$ cat config.mk
export PLATFORM = sky130hd
export DESIGN_NAME = accelbrot_com_tx_arbiter
export DESIGN_NICKNAME = d
export VERILOG_FILES = /design/src/rtl/accelbrot_com_tx_arbiter.sv
export SDC_FILE = /design/constraint.sdc
export NUM_CORES = 1
export LEC_CHECK = 0
export CELL_PAD_IN_SITES_DETAIL_PLACEMENT = 0
export CELL_PAD_IN_SITES_GLOBAL_PLACEMENT = 1
export CORE_ASPECT_RATIO = 1.25
export CORE_MARGIN = 10
export CORE_UTILIZATION = 20
export DETAILED_ROUTE_END_ITERATION = 12
export MAX_ROUTING_LAYER = met4
export PLACE_DENSITY = 0.84
export SLEW_MARGIN = 20
export SYNTH_ARGS = -nofsm -noshare
export SYNTH_HDL_FRONTEND = slang
export SYNTH_SLANG_ARGS = --single-unit
export TNS_END_PERCENT = 10
$ cat constraint.sdc
create_clock -name clk -period 1.9 [get_ports clk]
set_input_delay 0.38 -clock clk [delete_from_list [all_inputs] [get_ports clk]]
set_output_delay 0.38 -clock clk [all_outputs]
set_load 0.02 [all_outputs]
$ cat src/rtl/accelbrot_com_tx_arbiter.sv
// Packet-granular round-robin arbiter feeding the com TX FIFO write port from NUM_REQ producers.
// Optional per-packet header word is enabled by defining ACCELBROT_COM_ARB_HDR_EN.
module accelbrot_com_tx_arbiter #(
   parameter int NUM_REQ    = 4,
   parameter int DATA_WIDTH = 32,
   parameter int CNT_WIDTH  = 16
) (
   input  logic                            clk,
   input  logic                            rstn,
   input  logic [NUM_REQ-1:0]              req_valid,
   input  logic [NUM_REQ-1:0]              req_last,
   input  logic [NUM_REQ*DATA_WIDTH-1:0]   req_data,
   output logic [NUM_REQ-1:0]              req_ready,
   output logic                            out_valid,
   output logic                            out_last,
   output logic [DATA_WIDTH-1:0]           out_data,
   input  logic                            out_ready,
   output logic                            busy,
   output logic [$clog2(NUM_REQ)-1:0]      grant_id,
   output logic [CNT_WIDTH-1:0]            pkt_words
);

   localparam int ID_W = $clog2(NUM_REQ);
   // One extra bit so rr_ptr + offset can exceed NUM_REQ before wrapping.
   localparam logic [ID_W:0] NUM_REQ_W = (ID_W+1)'(NUM_REQ);

`ifdef ACCELBROT_COM_ARB_HDR_EN
   typedef enum logic [1:0] {ST_IDLE, ST_HDR, ST_XFER} state_t;
`else
   typedef enum logic [1:0] {ST_IDLE, ST_XFER} state_t;
`endif

   state_t                 state_q, state_d;
   logic [ID_W-1:0]        rr_ptr_q, rr_ptr_d;
   logic [ID_W-1:0]        grant_q, grant_d;
   logic [CNT_WIDTH-1:0]   pkt_words_q, pkt_words_d;

   logic [DATA_WIDTH-1:0]  req_word [NUM_REQ];
   logic                   sel_found;
   logic [ID_W-1:0]        sel_id;
   logic [ID_W:0]          scan_sum;
   logic [ID_W-1:0]        scan_idx;

   for (genvar i = 0; i < NUM_REQ; i++) begin : g_unpack
      assign req_word[i] = req_data[i*DATA_WIDTH +: DATA_WIDTH];
   end

   // Round-robin scan starting just after the last packet's owner.
   always_comb begin
      // NOTE: every variable written here gets a default first so no path leaves it unassigned (no latch).
      sel_found = 1'b0;
      sel_id    = '0;
      scan_sum  = '0;
      scan_idx  = '0;
      for (int k = 1; k <= NUM_REQ; k++) begin
         scan_sum = {1'b0, rr_ptr_q} + (ID_W+1)'(k);
         if (scan_sum >= NUM_REQ_W) begin
            scan_sum = scan_sum - NUM_REQ_W;
         end
         scan_idx = scan_sum[ID_W-1:0];
         if (!sel_found && req_valid[scan_idx]) begin
            sel_found = 1'b1;
            sel_id    = scan_idx;
         end
      end
   end

   always_comb begin
      state_d     = state_q;
      rr_ptr_d    = rr_ptr_q;
      grant_d     = grant_q;
      pkt_words_d = pkt_words_q;
      out_valid   = 1'b0;
      out_last    = 1'b0;
      out_data    = '0;
      req_ready   = '0;

      case (state_q)
         ST_IDLE: begin
            if (sel_found) begin
               grant_d     = sel_id;
               pkt_words_d = '0;
`ifdef ACCELBROT_COM_ARB_HDR_EN
               state_d     = ST_HDR;
`else
               state_d     = ST_XFER;
`endif
            end
         end

`ifdef ACCELBROT_COM_ARB_HDR_EN
         ST_HDR: begin
            out_valid = 1'b1;
            out_data  = DATA_WIDTH'({4'hA, 4'(grant_q)});
            if (out_ready) begin
               state_d = ST_XFER;
            end
         end
`endif

         ST_XFER: begin
            out_valid          = req_valid[grant_q];
            out_last           = req_last[grant_q];
            out_data           = req_word[grant_q];
            req_ready[grant_q] = out_ready;
            if (out_valid && out_ready) begin
               if (pkt_words_q != '1) begin
                  pkt_words_d = pkt_words_q + 1'b1;
               end
               if (out_last) begin
                  rr_ptr_d = grant_q;
                  state_d  = ST_IDLE;
               end
            end
         end

         default: state_d = ST_IDLE;
      endcase
   end

   always_ff @(posedge clk) begin
      // NOTE: state registers use non-blocking assignments; reset here is synchronous to clk.
      if (!rstn) begin
         state_q     <= ST_IDLE;
         rr_ptr_q    <= ID_W'(NUM_REQ-1);
         grant_q     <= '0;
         pkt_words_q <= '0;
      end else begin
         state_q     <= state_d;
         rr_ptr_q    <= rr_ptr_d;
         grant_q     <= grant_d;
         pkt_words_q <= pkt_words_d;
      end
   end

   assign busy      = (state_q != ST_IDLE);
   assign grant_id  = grant_q;
   assign pkt_words = pkt_words_q;

endmodule

Word level (Yosys, flattened, before mapping):

Index checks and enable logic that the tools add are counted.

* bits in registers: 22
* input port bits: 139
* output and inout port bits: 57
* word-level logic and storage cells: 88

* add/subtract/negate cells: 9
* magnitude comparators: 11
* eq/ne operators: 6
* mux-type cells: 41
* bitwise logic cells: 2
* reductions and logical operators: 15

Operators by type and width (number)
* $mux W32: 3
* $bmux W32 S2: 1
* $mux W16: 3
* $pmux W16 S2: 1
* $mux W2: 11
* $add A16 B1 Y16 const B: 1
* $ne A16 B16 Y1 const B: 1
* $ge A3 B3 Y1 const B: 5
* $lt A2 B3 Y1 const B: 5
* $mux W1: 13
* $bmux W1 S2: 6
* $ne A2 B2 Y1 const B: 4
* $sub A2 B1 Y2 const B: 4
* $add A2 B2 Y3 const B: 2
* $reduce_and A3 Y1: 2
* $logic_and A1 B1 Y1: 5
* $and A4 B4 Y4: 1
* $mux W4: 1
* $pmux W2 S2: 1
* $reduce_and A4 Y1: 1
* $reduce_bool A2 Y1: 2
* $add A2 B1 Y3 const B: 1
* $add A2 B3 Y3 const B: 1
* $logic_not A1 Y1: 3
* 6 further kinds: 6

Logic depth before layout (Yosys ltp):

* depth in word-level cells: 17
* gate-level depth with buffers: 7
* mapped depth without buffers: 6

Worst setup path before layout:

No wires, ideal clock.

* path kind: flip-flop to output port
* start point: register grant_q[0] (netlist: grant_id[0])
* end point: output out_data[10]
* arrival time: 1.720 ns
* data required time: 1.520 ns
* path slack: -0.200 ns
* stages on the path, launching flop included: 5
* path buffers: 2
* path through: dfxtp_1 > buf_6 > buf_2 > mux4_2 > and2_1

* cells in the longest elaborated chain, start to end: 5

RTL lines
* start: declaration: line 35 `logic [ID_W-1:0] grant_q, grant_d;`
* start signal: assignment: line 131 `grant_q <= grant_d;`
* $not A2 Y3 (not written as such): line 104 `out_data = req_word[grant_q];`
* $bmux W32 S2: line 104
* $mux W32 (not written as such) (2 in a row): line 104
* $mux W32: line 78 `case (state_q)`
* end: declaration: line 16 `output logic [DATA_WIDTH-1:0] out_data,`

Every way passes these cells. The select of a mux whose other input is x is not followed.

Worst setup path after layout:

* start point: register grant_q[0] (netlist: grant_id[0])
* end point: output out_data[12]

The elaborated chain is that of the path after synthesis.

==> impl_metrics.ini <==
[outcome]
outcome = complete, but fails checks
violations_in_the_final_reports = setup timing

[worst_setup_path]
critical_path.max_fanout = 8
startpoint_type = flip-flop
r2r-end = pkt_words[11]
worst_r2r_startpoint = grant_id[0]
ff2ff_path_depth = 8
cp_data_arrival_time_ns = 1.70
critPathRequiredTime_ns = 1.52
crit_path_end = out_data[12]
worstSetupStartpoint = grant_id[0]
critical_path.endpoint_type = output port
critPathKind = flip-flop to output port
r2r_setup_slack_ns = 0.05

[routing]
detailedRoute.firstIterationViolations = 84
avgViaCountPerCell = 4.681
drt_wl_total_um = 11850
firstDrtPassIters = 4
num_vias = 2673
number_of_nets_with_antenna_violations_after_detailed_routing = 0
route.detailed.wl_per_inst_um = 20.75
drc = 0

[synth]
synth.top_cells.by_area = mux4_2 (31%), dfxtp_1 (19%), and2_1 (9.7%), xnor2_1 (5.1%), nor2_1 (3.3%)
synthDistinctLibCells = 38
postSynthRegisterBits = 21
synth_area_per_cell_sq_um = 10.33
synth_commonest_cells = and2_1 (35), mux4_2 (31), dfxtp_1 (21), nor2_1 (20), xnor2_1 (13)
post_synth_inst_count = 218
synthesis.yosys.warnings = 0
most_frequent_cell_after_synthesis = and2_1
yosysTopAreaCellShare = 0.3102
synth_edf_count = 0
yosysTopAreaCell = mux4_2
synth-seq-area-share = 0.1868
synth_async_sr_flop_share = 0
syn-num-nets = 358
predominant_post_synthesis_flop_cell = dfxtp_1
synth.cell_area_sq_mm = 0.002251

[global_route]
grt_first_pass_wirelength_um = 17380
grt_max_degree = 36
global_route.overflow_total = 0
gr-usage-all-layers = 0.1400
initial_antenna_violation_count = 3
grt_pass1_vias = 2911

[power]
leakage_nw = 1.795
pwr-share-seq = 0.222
max-vdd-ir-drop_mv = 0.3579
p_switching_uw = 597.2
power.combinational.fraction = 0.559
power.share.switching = 0.2869
p_per_cell_area_mw_per_mm2 = 428.0
clock_power_share = 0.219
internal_power_contribution_mw = 1.484

[sta]
finalHoldViolCount = 0
tightest_slew_ns = 0.3133
final_critical_path_setup_slack_ns = -0.1845
timing.final.setup_violations = 33
slew_headroom = 0.7911
maxClockFrequency_ghz = 0.4797
min_period_ns = 2.084
final.setup_skew_ns = 0.002664
slew_violations = 0
timing.final.crit_share = 1.097
grt_setup_unrepaired = yes

[placement]
finalWeightedCongestion = 0.8326
place.detailed.instances = 561
placement.io_buffers = 195
hpwlAfterDp_um = 10030
postPlaceCellArea_sq_mm = 0.004556

[floorplan]
fp.coreArea_sq_mm = 0.01108
boundaryPins = 196
die-width_um = 114.9
fp-row-count = 43
fp.dieH_um = 138.6
design.die.area_sq_mm = 0.01592
initial_utilization = 0.2031

[layout]
n_fill_cell = 1065
multi_input_comb_area_sq_mm = 0.001815
area_growth_pct = 116.1
post_route_cell_area_sq_mm = 0.004863
final-instance-count-excl-fill = 571
drive_above_1_share = 0.3672
register_area_sq_um = 425.4
num-nets-final = 574

[clocking]
clk_latency_ns = 0.26
cts.clk_slew.worst_paths_ns = 0.06
cts_hold_buffers = 0
cts_tree = done
numCtsBuffers = 3
cts_max_path_buffers = 2
cts-root-buf = clkbuf_16
ctsHtreeMaxLevel = 1
numClockSinks = 21

[hold_path]
timing.hold.worst.class = flip-flop to flip-flop
hold_path_depth = 2
timing.hold.worst.start = rr_ptr_q[0]

[flow_run]
maxCapViolations = 0
## through the flow
stage,util,TNS [ns],worst slack (ns),power [mW],hold WS [ns]
floorplan,-,-0.06227,-0.003114,0.9254,0.4687
global placement,0.4110,-19.68,-0.5551,1.498,0.5027
CTS,0.4222,-5.397,-0.2232,2.014,0.5215
global route,0.4388,-5.576,-0.2288,2.174,0.5850
finish,0.4388,-4.013,-0.1845,2.082,0.5159
detailed placement,0.4110,-20.77,-0.5537,1.516,0.5079
## cell usage in the layout, fill, tap and decap left out, drive strengths merged, types with 2 or more instances in the layout
cell type	n
o211ai	4
o21ai	4
mux2i	4
clkbuf	5
and4	5
inv	5
nor3	6
nand3	11
nor2	20
nand3b	2
and2	35
nand4	5
and3	2
dlymetal6s2s	2
mux4	33
nor4	5
buf	69
nand2b	2
a21oi	4
a31oi	2
dfxtp	21
nand2	6
dlygate4sd2	4
xnor2	13
diode	3
clkdlybuf4s50	153
## worst max-delay path: stages, from the launching register on
cell and delay [ns]:
dfxtp_4 0.39, buf_12 0.16, buf_6 0.11, mux4_2 0.49, and2_4 0.17, buf_6 0.12
## metal layers
| layer | global-route usage | vias to the layer above | share of wire |
|---|---|---|---|
| li1 | - | 1257 | - |
| met1 | 0.1503 | 1271 | 0.38 |
| met2 | 0.2470 | 139 | 0.51 |
| met3 | 0.04978 | 6 | 0.11 |
| met4 | 0.01501 | 0 | 0.0057 |
| met5 | - | - | 0 |
## registers in the layout, summed over array words and instances, names as in the netlist
signal	cells
state_q	1
rr_ptr_q	2
grant_id	2
pkt_words	16
## power by group through the flow
stage	Sequential [mW]	Clock [mW]	Combinational, mW
2_1_floorplan	0.477	0	0.449
3_3_place_gp	0.469	0	1.03
3_5_place_dp	0.470	0	1.05
4_1_cts	0.463	0.460	1.09
5_1_grt	0.464	0.478	1.23
6_report	0.463	0.455	1.16
## cells by family (layout without fill, tap and decap cells)
| group | count (synthesis) | in the layout | synth area share |
|---|---|---|---|
| flip-flops | 21 | 21 | 0.1868 |
| other | 0 | 3 | 0 |
| adder cells (fa/ha/maj) | 1 | 1 | 0.005558 |
| XOR/XNOR | 13 | 13 | 0.05058 |
| multiplexers | 37 | 37 | 0.3513 |
| buffers and inverters | 24 | 239 | 0.05670 |
| AND/OR/NAND/NOR | 104 | 104 | 0.2946 |
| AO/OA/AOI/OAI | 18 | 18 | 0.05448 |
## repair_timing
action,4_1_cts,5_1_grt
gates resized for setup,197,75
cloned,1,0
pin swaps,14,9
setup endpoints to repair,51,48
buffers inserted,3,0
## how the worst min path moves through the flow
| stage | end | slack [ns] |
|---|---|---|
| 3_3_place_gp | rr_ptr_q[0] | 0.50 |
| 6_report | rr_ptr_q[0] | 0.52 |
| 3_5_place_dp | rr_ptr_q[0] | 0.51 |
| 4_1_cts | rr_ptr_q[0] | 0.52 |
| 2_1_floorplan | rr_ptr_q[0] | 0.47 |
| 5_1_grt | rr_ptr_q[0] | 0.59 |
## cell type report
class                      count  area share
timing repair buffer         230      0.4826
multi-input combinational    173      0.3733
sequential                    21     0.08747
tap                          135     0.03473
clock buffer                   3     0.01544
inverter                       5    0.003859
antenna                        3    0.001544
clock inverter                 1    0.001029
No activity file was read; power rests on OpenSTA's default activity.
